**config.mk**
```make
export PLATFORM = sky130hd
export DESIGN_NAME = mul_share_arbiter
export DESIGN_NICKNAME = d
export VERILOG_FILES = /design/src/rtl/mul_share_arbiter.sv
export SDC_FILE = /design/constraint.sdc
export NUM_CORES = 1
export LEC_CHECK = 0
export BUFFER_PORTS_ARGS = -buffer_cell sky130_fd_sc_hd__buf_2
export CELL_PAD_IN_SITES_DETAIL_PLACEMENT = 1
export CELL_PAD_IN_SITES_GLOBAL_PLACEMENT = 1
export CORE_ASPECT_RATIO = 1.2
export CORE_MARGIN = 2
export CORE_UTILIZATION = 35
export DETAILED_ROUTE_END_ITERATION = 16
export PLACE_DENSITY_LB_ADDON = 0.2
export RECOVER_POWER = 25
export SLEW_MARGIN = 30
export SYNTH_ARGS = -nofsm -noshare
export SYNTH_HDL_FRONTEND = slang
export SYNTH_SLANG_ARGS = --single-unit
```
**constraint.sdc**
```tcl
create_clock -name clk -period 7.8 [get_ports clk]
set_input_delay 0.78 -clock clk [delete_from_list [all_inputs] [get_ports clk]]
set_output_delay 0.78 -clock clk [all_outputs]
set_load 0.05 [all_outputs]
```
**src/rtl/mul_share_arbiter.sv**
```systemverilog
// mul_share_arbiter: round-robin sharing of one start/strobe signed multiplier among NREQ requesters
module mul_share_arbiter #(
  parameter int NREQ = 3,
  parameter int W = 12,
  parameter int TIMEOUT = 31
) (
  input  logic              clk,
  input  logic              reset,
  input  logic [NREQ-1:0]   req,
  input  logic [NREQ*W-1:0] op_a,
  input  logic [NREQ*W-1:0] op_b,
  output logic [NREQ-1:0]   gnt,
  output logic [NREQ-1:0]   rsp_valid,
  output logic [2*W-1:0]    rsp_data,
  output logic              rsp_err,
  output logic              busy,
  output logic              mul_start,
  output logic [W-1:0]      mul_a,
  output logic [W-1:0]      mul_b,
  output logic              mul_clear,
  input  logic              mul_strobe,
  input  logic [2*W-1:0]    mul_result
);
  localparam int IW = (NREQ > 1) ? $clog2(NREQ) : 1;
  localparam int CW = $clog2(TIMEOUT);
  typedef enum logic [1:0] {IDLE, ISSUE, WAIT, RESP} state_t;
  state_t state, state_nx;
  logic [IW-1:0] last, gidx, win, idx;
  logic [CW-1:0] wait_cnt;
  logic tmo;
  always_comb begin
    win = last;
    idx = '0;
    for (int k = NREQ; k >= 1; k--) begin
      idx = IW'((int'(last) + k) % NREQ);
      win = req[idx] ? idx : win;
    end
  end
  assign tmo = wait_cnt == CW'(TIMEOUT - 1);
  always_comb begin
    state_nx = IDLE;
    state_nx = (state == IDLE) ? ((|req) ? ISSUE : IDLE) :
               (state == ISSUE) ? WAIT :
               (state == WAIT) ? ((mul_strobe || tmo) ? RESP : WAIT) : IDLE;
  end
  always_ff @(posedge clk) begin
    if (reset) begin
      state <= IDLE;
      last <= IW'(NREQ - 1);
      gidx <= '0;
      wait_cnt <= '0;
      gnt <= '0;
      rsp_valid <= '0;
      rsp_data <= '0;
      rsp_err <= 1'b0;
      busy <= 1'b0;
      mul_start <= 1'b0;
      mul_a <= '0;
      mul_b <= '0;
      mul_clear <= 1'b0;
    end else begin
      state <= state_nx;
      busy <= state_nx != IDLE;
      gnt <= '0;
      mul_start <= 1'b0;
      rsp_valid <= '0;
      mul_clear <= 1'b0;
      if (state == IDLE && |req) begin
        gidx <= win;
        gnt <= NREQ'(1) << win;
        mul_start <= 1'b1;
        mul_a <= op_a[win*W +: W];
        mul_b <= op_b[win*W +: W];
      end
      if (state == ISSUE) wait_cnt <= '0;
      if (state == WAIT) begin
        wait_cnt <= wait_cnt + 1'b1;
        if (mul_strobe || tmo) begin
          rsp_valid <= NREQ'(1) << gidx;
          rsp_data <= mul_strobe ? mul_result : '0;
          rsp_err <= !mul_strobe;
          mul_clear <= !mul_strobe;
        end
      end
      if (state == RESP) last <= gidx;
    end
  end
endmodule

```
==> summary.txt, run 1 <==
Global routing
  – First-pass GRT wire length: 13410 um
  – Vias in the first global route: 2889
  – Largest net degree at the start of global routing: 27
  – Initial antenna violation count: 0
  – Tot GR Track Use: 18.53%
  – GR Overflow Total: 0

Floorplanning
  – Die area: 9377 um^2
  – Core Area: 8472 um^2
  – Rows: 37
  – Die Height: 105.7 um
  – Die width: 88.73 um
  – Io pins: 160
  – Initial Util: 35.59%

STA
  – Fmax achieved: 323.9 MHz
  – Fin crit period: 3087 ps
  – Final worst path period share: 39.58%
  – Least-Margin Pin Slew: 879.2 ps
  – RSZ-0062 raised after global routing: no
  – Hold Vio Cnt, Final: 0
  – Setup TNS: 0 ps
  – Final setup violating endpoints: 0
  – Slew Viols, Final: 0
  – Final Skew: 8.753 ps
  – Max transition margin: 41.39%

Final layout
  – Synth-to-layout area growth: 34.44%
  – Nets: 543
  – Final antenna diode count: 0
  – Post-route insts no fill: 553
  – Fraction of layout cells with a size suffix above 1: 44.27%
  – Commonest non-fill, non-tap cell in the layout: buf_2
  – Commonest non-fill, non-tap cells in the layout: 141 x buf_2, 69 x dfxtp_1, 25 x and2_1

Synthesis
  – Post-Synth XOR/XNOR Area: 0.8714%
  – Proportion of synthesized area in mux cells: 10.29%
  – Synth Area in Simple Gates: 13.03%
  – Yosys cell types: 43
  – Net Count, Synth: 387
  – Top FF cell, synth: dfxtp_1
  – Post-synth EDFFs: 0
  – Seq/Total Area, Yosys: 45.81%
  – Mapped Cells: 275
  – Ys async rst share: 0%
  – Compound-Gate Fraction of Synth Area: 20.75%
  – Adder and majority gate portion of the synthesized area: 4.149%
  – Syn Std Cell Area: 3015 um^2
  – #FFs+latches synth: 69
  – Syn Area/Cell: 10.97 um^2
  – Main combinational cell family by area after synthesis: compound AO/OA/AOI/OAI gates
  – YS warnings: 0

Critical path
  – Worst Path Class, Setup: register to register
  – WP data required: 8040 ps
  – Slowest library cell on the worst path: a21oi_4
  – Critical-path maximum fanout: 26
  – Critical Path Sink Type: register
  – CP max stage delay: 710 ps
  – Worst path cell trace: inv_1 > ha_1 > o21ai_0 > a21oi_1 > a21oi_4 > mux2_2 > a221o_2
  – CP arrival: 3330 ps
  – Nature of the critical path startpoint: register
  – CP top delay family: compound AO/OA/AOI/OAI gates
  – WP buf/inv: 1

Clock tree
  – TritonCTS Buffers: 9
  – Worst-path clk slew: 80 ps
  – Clock root cell: clkbuf_8
  – Clock Latency Late Sink: 350 ps
  – Clock Sinks: 69
  – CTS tree: built
  – # hold bufs at CTS: 0
  – H-tree Lvls: 3
  – Setup Buffers After CTS: 0
  – CTS Buffer Depth: 2
  – Post-cts sizing count: 0

Placed design
  – GPL Wtd Cong: 0.7744
  – PortBufs: 159
  – Post-DP HPWL: 6323 um
  – Placed cells: 537

Detailed routing
  – Routed Antenna Nets: 0
  – DRT iter0 DRCs: 75
  – Vias per Instance: 4.913
  – Routed WL: 8373 um
  – DRC: 0
  – Drt first pass iters: 4
  – DR vias: 2717
  – Routed len/inst: 15.14 um

Pwr
  – Maximum VDD drop: 103.3 uV
  – Tot Pwr: 0.001111 W
  – Pwr Density: 274.1 nW/um^2
  – LEAKAGE: 1.928 nW

Flow run
  – Max cap viols: 0

Run status
  – Status: finished, final reports clean

Hold path
  – Worst Hold Class: register to register
==> cells in the mapped netlist, types with 7 or more instances <==
master,n,area [um^2]
a21oi_1,7,35.03
a221o_1,20,200.2
a22o_1,24,210.2
and2_1,26,162.7
buf_6,8,90.09
clkbuf_1,8,30.03
dfxtp_1,69,1381
ha_1,10,125.1
inv_1,9,33.78
mux2_2,22,247.7
nand2_1,8,30.03
nor2_1,16,60.06
==> flip-flops by register name, indices dropped and copies added (netlist names) <==
register / flops
rsp_valid: 3
rsp_err: 1
mul_clear: 1
state: 2
last: 2
mul_a: 12
rsp_data: 24
mul_start: 1
mul_b: 12
busy: 1
gidx: 2
wait_cnt: 5
gnt: 3
==> cell type report <==
cell class	instances	area (um^2)
fillers	1004	4418
flip-flops and latches	69	1381
clock inverters	7	80.08
multi-input cells	181	1493
well taps	117	146.4
clock buffers	9	123.9
inverters	9	33.78
repair buffers	161	795.8
==> through the flow <==
step                area [um^2]  utilization (%)  setup WS [ps]  hold slack [ps]
global placement           3849            45.43           4622            432.6
global route               4054            47.85           4450            464.9
finish                     4054            47.85           4713            454.2
floorplan                  3015                -           5235            455.7
CTS                        4076            48.12           4678            454.0
detailed placement         3872            45.71           4586            435.2
==> kinds of logic after synthesis <==
group | Yosys count
multiplexers | 28
flip-flops | 69
XOR/XNOR | 3
AO/OA/AOI/OAI | 71
buffers and inverters | 25
adder cells (fa/ha/maj) | 10
AND/OR/NAND/NOR | 69
==> where the power goes <==
group,switching (W),internal [W]
registers,0.0000254,0.000402
clock network,0.000150,0.000151
logic,0.000261,0.000122
==> per-layer routing <==
layer	up-vias	GRT usage [%]	routed length, um
met4	0	9.740	200
li1	1320	-	-
met2	110	30.92	4149
met5	-	0	0
met1	1273	20.62	3310
met3	14	5.717	712
==> final timing paths <==
path | from | to | slack (ps) | depth (start not counted)
hold reg to reg | rsp_err$_SDFFE_PP0P_ | rsp_err$_SDFFE_PP0P_ | 450 | 1
setup reg to reg | last[0]$_SDFFE_PP0N_ | mul_b[1]$_SDFFE_PP0N_ | 4710 | 7
setup / recovery | last[0]$_SDFFE_PP0N_ | mul_b[1]$_SDFFE_PP0N_ | 4710 | 7
hold / removal | rsp_err$_SDFFE_PP0P_ | rsp_err$_SDFFE_PP0P_ | 450 | 1
No activity file was read; power rests on OpenSTA's default activity.
==> run 2, diff against run 1 <==
--- a/config.mk
+++ b/config.mk
@@ -10,7 +10,7 @@
 export CELL_PAD_IN_SITES_GLOBAL_PLACEMENT = 1
 export CORE_ASPECT_RATIO = 1.2
 export CORE_MARGIN = 2
-export CORE_UTILIZATION = 35
+export CORE_UTILIZATION = 33
 export DETAILED_ROUTE_END_ITERATION = 16
 export PLACE_DENSITY_LB_ADDON = 0.2
 export RECOVER_POWER = 25
==> constraint.sdc (replaced) <==
create_clock -name clk -period 3.23 [get_ports clk]
set_input_delay 0.323 -clock clk [delete_from_list [all_inputs] [get_ports clk]]
set_output_delay 0.323 -clock clk [all_outputs]
set_load 0.05 [all_outputs]
==> run 2 against run 1 <==
Compared with the run above:
- sequential cell count unchanged
- clock skew down 2.1 ps
- global-route usage down 1.5 points
- register-to-register slack worse by 4300 ps
- cell count up 1.3%
- sequential share of layout area down 0.16 points
- highest routed layer unchanged
==> summary.txt, run 2 (synthesis results as in run 1) <==
Run status
  – Status: finished, final reports clean (unchanged)

Clock tree
  – CTS tree: built (unchanged)
  – CTS Buffer Depth: 2 (unchanged)
  – Setup Buffers After CTS: 0 (unchanged)
  – TritonCTS Buffers: 9 (unchanged)
  – Clock Sinks: 69 (unchanged)
  – Worst-path clk slew: 80 ps (about the same)
  – # hold bufs at CTS: 0 (unchanged)
  – Clock Latency Late Sink: 340 ps (was 350 ps)
  – Clock root cell: clkbuf_8 (unchanged)
  – Post-cts sizing count: 0 (unchanged)
  – H-tree Lvls: 3 (unchanged)

Global routing
  – GR Overflow Total: 0 (unchanged)
  – Largest net degree at the start of global routing: 27 (unchanged)
  – Tot GR Track Use: 17.07% (was 18.53%)
  – Initial antenna violation count: 0 (unchanged)
  – First-pass GRT wire length: 13410 um (unchanged)
  – Vias in the first global route: 2776 (was 2889)

Critical path
  – CP max stage delay: 460 ps (was 710 ps)
  – Critical-path maximum fanout: 16 (was 26)
  – Critical Path Sink Type: register (unchanged)
  – CP arrival: 3050 ps (was 3330 ps)
  – Worst Path Class, Setup: register to register (unchanged)
  – Slowest library cell on the worst path: ha_1 (was a21oi_4)
  – Nature of the critical path startpoint: register (unchanged)
  – Worst path cell trace: inv_1 > ha_1 > mux2i_1 > nor2_1 > or3_1 > o211a_1 > nor3b_4 > buf_8 > a221o_2 (was inv_1 > ha_1 > o21ai_0 > a21oi_1 > a21oi_4 > mux2_2 > a221o_2)
  – WP data required: 3460 ps (was 8040 ps)

Detailed routing
  – Routed WL: 8367 um (was 8373 um)
  – Vias per Instance: 4.804 (was 4.913)
  – DRC: 0 (unchanged)
  – Routed len/inst: 14.94 um (was 15.14 um)
  – DRT iter0 DRCs: 76 (was 75)
  – Drt first pass iters: 4 (unchanged)
  – Routed Antenna Nets: 0 (unchanged)
  – DR vias: 2690 (was 2717)

Placed design
  – Post-DP HPWL: 6250 um (was 6323 um)
  – GPL Wtd Cong: 0.9063 (was 0.7744)
  – PortBufs: 159 (unchanged)

STA
  – Max transition margin: 40.50% (was 41.39%)
  – Slew Viols, Final: 0 (unchanged)
  – Fin crit period: 2817 ps (was 3087 ps)
  – Hold Vio Cnt, Final: 0 (unchanged)
  – Final setup violating endpoints: 0 (unchanged)
  – Final Skew: 6.624 ps (was 8.753 ps)
  – Least-Margin Pin Slew: 892.5 ps (was 879.2 ps)
  – Setup TNS: 0 ps (unchanged)
  – Final worst path period share: 87.22% (was 39.58%)
  – RSZ-0062 raised after global routing: no (unchanged)
  – Fmax achieved: 355.0 MHz (was 323.9 MHz)

Final layout
  – Nets: 547 (was 543)
  – Max reg flops: 24 (unchanged)
  – Commonest non-fill, non-tap cell in the layout: buf_2 (unchanged)
  – Biggest register: rsp_data (unchanged)
  – Final antenna diode count: 0 (unchanged)
  – Commonest non-fill, non-tap cells in the layout: 131 x buf_2, 69 x dfxtp_1, 28 x clkbuf_1 (was 141 x buf_2, 69 x dfxtp_1, 25 x and2_1)
  – Layout filler cell count: 1064 (was 1004)
  – Fraction of layout cells with a size suffix above 1: 42.27% (was 44.27%)
  – Synth-to-layout area growth: 35.06% (was 34.44%)
  – Largest regs: rsp_data: 24 flops, mul_a: 12 flops, mul_b: 12 flops (unchanged)

Pwr
  – Maximum VDD drop: 239.3 uV (was 103.3 uV)
  – LEAKAGE: 1.907 nW (was 1.928 nW)
  – Pwr Density: 662.5 nW/um^2 (was 274.1 nW/um^2)
  – Tot Pwr: 0.002698 W (was 0.001111 W)

Floorplanning
  – Die width: 91.26 um (was 88.73 um)
  – Die area: 9921 um^2 (was 9377 um^2)
  – Rows: 38 (was 37)
  – Core Area: 8986 um^2 (was 8472 um^2)
  – Io pins: 160 (unchanged)
  – Initial Util: 33.56% (was 35.59%)
  – Die Height: 108.7 um (was 105.7 um)

Hold path
  – Worst Hold Class: input pin to register (was register to register)

Flow run
  – Max cap viols: 0 (unchanged)
[run 2: changes by cell type in the layout (fill, tap and decap cells not counted), sizes merged]
cell	before	now
clkbuf	27	39
buf	143	137
clkinv	1	2
inv	12	9
[run 2: area by class of cell]
class                           instances  area, um^2  area share [%]
Multi-Input combinational cell        181        1484           36.44
Sequential cell                        69        1381           33.92
Timing Repair Buffer                  165       813.3           19.97
Clock buffer                           11       151.4           3.717
Tap cell                              120       150.1           3.687
Clock inverter                          5       58.81           1.444
Inverter                                9       33.78          0.8295
[run 2: metrics by stage]
step / hold WS (ps) / area (um^2) / instances / utilization [%] / setup slack, ps
finish: 192.9 / 4073 / 560 / 45.32 / 412.8
global route: 172.7 / 4073 / 560 / 45.32 / 255.7
CTS: 176.9 / 4108 / 560 / 45.71 / 423.0
detailed placement: 442.5 / 3897 / 544 / 43.37 / 432.2
global placement: 433.0 / 3882 / 543 / 43.21 / 235.7
floorplan: 407.1 / 3015 / 275 / - / 714.8
[run 2: critical path, delay by kind of cell, from the launching register on]
family,cells,cell delay [ps]
flops,1,400
buf+inv,2,300
fa+ha+maj,1,460
compound gates,2,630
mux,1,230
simple gates,3,680
[run 2: final timing paths]
check	from	slack (ps)	cells past startpoint	endpoint
worst min-delay path	mul_result[15]	190	2	rsp_data[15]$_SDFFE_PP0P_
worst max register to register	last[0]$_SDFFE_PP0N_	410	9	mul_b[0]$_SDFFE_PP0N_
worst max-delay path	last[0]$_SDFFE_PP0N_	410	9	mul_b[0]$_SDFFE_PP0N_
worst min register to register	rsp_err$_SDFFE_PP0P_	450	1	rsp_err$_SDFFE_PP0P_
[run 2: where the power goes]
group	switching [W]	internal [W]	leakage (nW)
clock network	0.000335	0.000399	0.102
logic	0.000635	0.000296	1.24
registers	0.0000626	0.000971	0.563
[run 2: metal layers]
| metal | routed length (um) | GRT usage [%] | vias up |
|---|---|---|---|
| met2 | 3980 | 28.20 | 111 |
| met4 | 148 | 7.359 | 0 |
| met1 | 3661 | 20.69 | 1234 |
| li1 | - | - | 1332 |
| met3 | 576 | 5.183 | 13 |
| met5 | 0 | 0 | - |
==> run 3, diff against run 2 <==
--- a/config.mk
+++ b/config.mk
@@ -12,7 +12,7 @@
 export CORE_MARGIN = 2
 export CORE_UTILIZATION = 33
 export DETAILED_ROUTE_END_ITERATION = 16
-export PLACE_DENSITY_LB_ADDON = 0.2
+export PLACE_DENSITY = 0.89
 export RECOVER_POWER = 25
 export SLEW_MARGIN = 30
 export SYNTH_ARGS = -nofsm -noshare
==> run 3 against run 2 <==
Compared with the run above:
- sequential cell count unchanged
- non-clock buffer count decreased by 3
- first-iteration DRC count decreased by 1.3%
- global-route usage increased by 0.35 points
- hold slack improved by 9.5 ps
- design area decreased by 0.22%
- fmax decreased by 2.2%
- clock power increased by 4.5%
- register-to-register slack got worse by 60 ps
- setup slack got worse by 63 ps
- die area unchanged
- cell count decreased by 0.71%
- critical path type unchanged
- critical endpoint is now mul_a[1]$_SDFFE_PP0N_
- largest power group unchanged
==> summary.txt, run 3 (synthesis results as in run 1) <==
STA
  – Hold Vio Cnt, Final: 0 (unchanged)
  – Final Skew: 10.45 ps (was 6.624 ps)
  – Final setup violating endpoints: 0 (unchanged)
  – Fmax achieved: 347.2 MHz (was 355.0 MHz)
  – Max transition margin: 40.68% (was 40.50%)
  – Least-Margin Pin Slew: 889.8 ps (was 892.5 ps)
  – Hold slack: 202.4 ps (was 192.9 ps)
  – Setup TNS: 0 ps (unchanged)
  – Final worst path period share: 89.17% (was 87.22%)
  – Fin crit period: 2880 ps (was 2817 ps)
  – RSZ-0062 raised after global routing: no (unchanged)
  – Final setup margin: 349.8 ps (was 412.8 ps)
  – Slew Viols, Final: 0 (unchanged)

Detailed routing
  – Drt first pass iters: 4 (unchanged)
  – Routed WL: 8632 um (was 8367 um)
  – Routed len/inst: 15.53 um (was 14.94 um)
  – DRC: 0 (unchanged)
  – DRT iter0 DRCs: 75 (was 76)
  – Vias per Instance: 5.016 (was 4.804)
  – Top sig layer: met4 (unchanged)
  – Met3 WL post-DR: 628 um (was 576 um)
  – DR vias: 2789 (was 2690)
  – Routed Antenna Nets: 0 (unchanged)
  – Wire length on met1: 3435 um (was 3661 um)
  – Met2 WL: 4384 um (was 3980 um)

Floorplanning
  – Core Area: 8986 um^2 (unchanged)
  – Die area: 9921 um^2 (unchanged)
  – Initial Util: 33.56% (unchanged)
  – Die Height: 108.7 um (unchanged)
  – Rows: 38 (unchanged)
  – Die width: 91.26 um (unchanged)
  – Io pins: 160 (unchanged)

Critical path
  – Reg2reg path depth: 8 (was 9)
  – R2R Setup Slk: 350 ps (was 410 ps)
  – CP max stage delay: 420 ps (was 460 ps)
  – CP arrival: 3100 ps (was 3050 ps)
  – Worst Path Class, Setup: register to register (unchanged)
  – Reg2reg start: last[0]$_SDFFE_PP0N_ (unchanged)
  – Critical Path Sink Type: register (unchanged)
  – Slowest library cell on the worst path: ha_1 (unchanged)
  – R2R Path End: mul_a[1]$_SDFFE_PP0N_ (was mul_b[0]$_SDFFE_PP0N_)
  – Nature of the critical path startpoint: register (unchanged)
  – WP data required: 3450 ps (was 3460 ps)
  – Critical-path maximum fanout: 26 (was 16)
  – Worst path cell trace: inv_1 > ha_1 > o21ai_0 > a21oi_1 > a21oi_4 > buf_4 > mux2_2 > a221o_1 (was inv_1 > ha_1 > mux2i_1 > nor2_1 > or3_1 > o211a_1 > nor3b_4 > buf_8 > a221o_2)

Clock tree
  – TritonCTS Buffers: 9 (unchanged)
  – CTS Buffer Depth: 2 (unchanged)
  – Post-cts sizing count: 0 (unchanged)
  – Clock Sinks: 69 (unchanged)
  – H-tree Lvls: 3 (unchanged)
  – Clock Latency Late Sink: 340 ps (about the same)
  – CTS tree: built (unchanged)
  – # hold bufs at CTS: 0 (unchanged)
  – Clock root cell: clkbuf_8 (unchanged)
  – Setup Buffers After CTS: 0 (unchanged)
  – Worst-path clk slew: 80 ps (about the same)

Global routing
  – GR Overflow Total: 0 (unchanged)
  – Vias in the first global route: 3005 (was 2776)
  – Tot GR Track Use: 17.42% (was 17.07%)
  – First-pass GRT wire length: 13940 um (was 13410 um)
  – Largest net degree at the start of global routing: 27 (unchanged)
  – Initial antenna violation count: 0 (unchanged)

Final layout
  – Fraction of layout cells with a size suffix above 1: 41.74% (was 42.27%)
  – Biggest register: rsp_data (unchanged)
  – Final antenna diode count: 0 (unchanged)
  – Commonest non-fill, non-tap cells in the layout: 131 x buf_2, 69 x dfxtp_1, 29 x clkbuf_1 (was 131 x buf_2, 69 x dfxtp_1, 28 x clkbuf_1)
  – Post-route insts no fill: 556 (was 560)
  – Synth-to-layout area growth: 34.77% (was 35.06%)
  – Nets: 544 (was 547)
  – Commonest non-fill, non-tap cell in the layout: buf_2 (unchanged)
  – Max reg flops: 24 (unchanged)
  – Final instance area: 4064 um^2 (was 4073 um^2)
  – Largest regs: rsp_data: 24 flops, mul_a: 12 flops, mul_b: 12 flops (unchanged)

Placed design
  – GPL Wtd Cong: 0.8785 (was 0.9063)
  – Placed Area: 3862 um^2 (was 3897 um^2)
  – Post-DP HPWL: 6513 um (was 6250 um)
  – Pre-CTS setup slack: 206.0 ps (was 432.2 ps)
  – PortBufs: 159 (unchanged)
  – Placed cells: 540 (was 544)

Hold path
  – Hold-critical path depth: 2 (unchanged)
  – Hold worst-path end: mul_a[3]$_SDFFE_PP0N_ (was rsp_data[15]$_SDFFE_PP0P_)
  – Worst Hold Class: input pin to register (unchanged)
  – Worst Hold Launch: op_a[27] (was mul_result[15])

Pwr
  – Pwr Density: 673.4 nW/um^2 (was 662.5 nW/um^2)
  – LEAKAGE: 1.897 nW (was 1.907 nW)
  – Maximum VDD drop: 256.6 uV (was 239.3 uV)

Run status
  – Status: finished, final reports clean (unchanged)

Flow run
  – Max cap viols: 0 (unchanged)
## run 3: critical path, delay by kind of cell (launching register included)
family                   cells  cell delay (ps)
buffers and inverters        2              440
multiplexers                 1              390
adder cells (fa/ha/maj)      1              420
AO/OA/AOI/OAI                4             1130
flip-flops                   1              390
## run 3: area by class of cell
type                       instances  area, um^2
multi-input combinational        181        1494
timing repair buffer             162       790.8
tap                              120       150.1
clock inverter                     4       72.57
sequential                        69        1381
fill                            1053        4922
clock buffer                      11       141.4
inverter                           9       33.78
## run 3: where the power goes
| group | leakage (nW) | internal [W] | switching, W |
|---|---|---|---|
| Sequential | 0.563 | 0.000971 | 0.0000694 |
| Clock | 0.105 | 0.000451 | 0.000316 |
| Combinational | 1.23 | 0.000292 | 0.000637 |
| Total | 1.90 | 0.00171 | 0.00102 |
## run 3: stage by stage
stage	utilization [%]	power, W
global placement	42.95	0.001967
detailed placement	42.98	0.001998
CTS	45.36	0.002771
global route	45.22	0.002874
finish	45.22	0.002737
floorplan	-	0.001759
## run 3: per-layer routing
metal  up-vias  global-route usage, %
li1       1325                      -
met1      1310                  19.26
met2       137                  30.90
met3        17                  5.114
met4         0                  8.117
met5         -                      0
## run 3: worst max-delay path by stage
| stage | start | endpoint | slack (ps) | cells after the start |
|---|---|---|---|---|
| final | last[0]$_SDFFE_PP0N_ | mul_a[1]$_SDFFE_PP0N_ | 350 | 8 |
| after global placement | last[0]$_SDFFE_PP0N_ | mul_b[0]$_SDFFE_PP0N_ | 370 | 8 |
| after global routing | last[0]$_SDFFE_PP0N_ | mul_a[11]$_SDFFE_PP0N_ | 200 | 8 |
| after CTS | last[0]$_SDFFE_PP0N_ | mul_a[4]$_SDFFE_PP0N_ | 180 | 8 |
| after detailed placement | last[0]$_SDFFE_PP0N_ | mul_a[4]$_SDFFE_PP0N_ | 210 | 8 |
| after floorplan | last[0]$_SDFFE_PP0N_ | mul_a[0]$_SDFFE_PP0N_ | 710 | 9 |
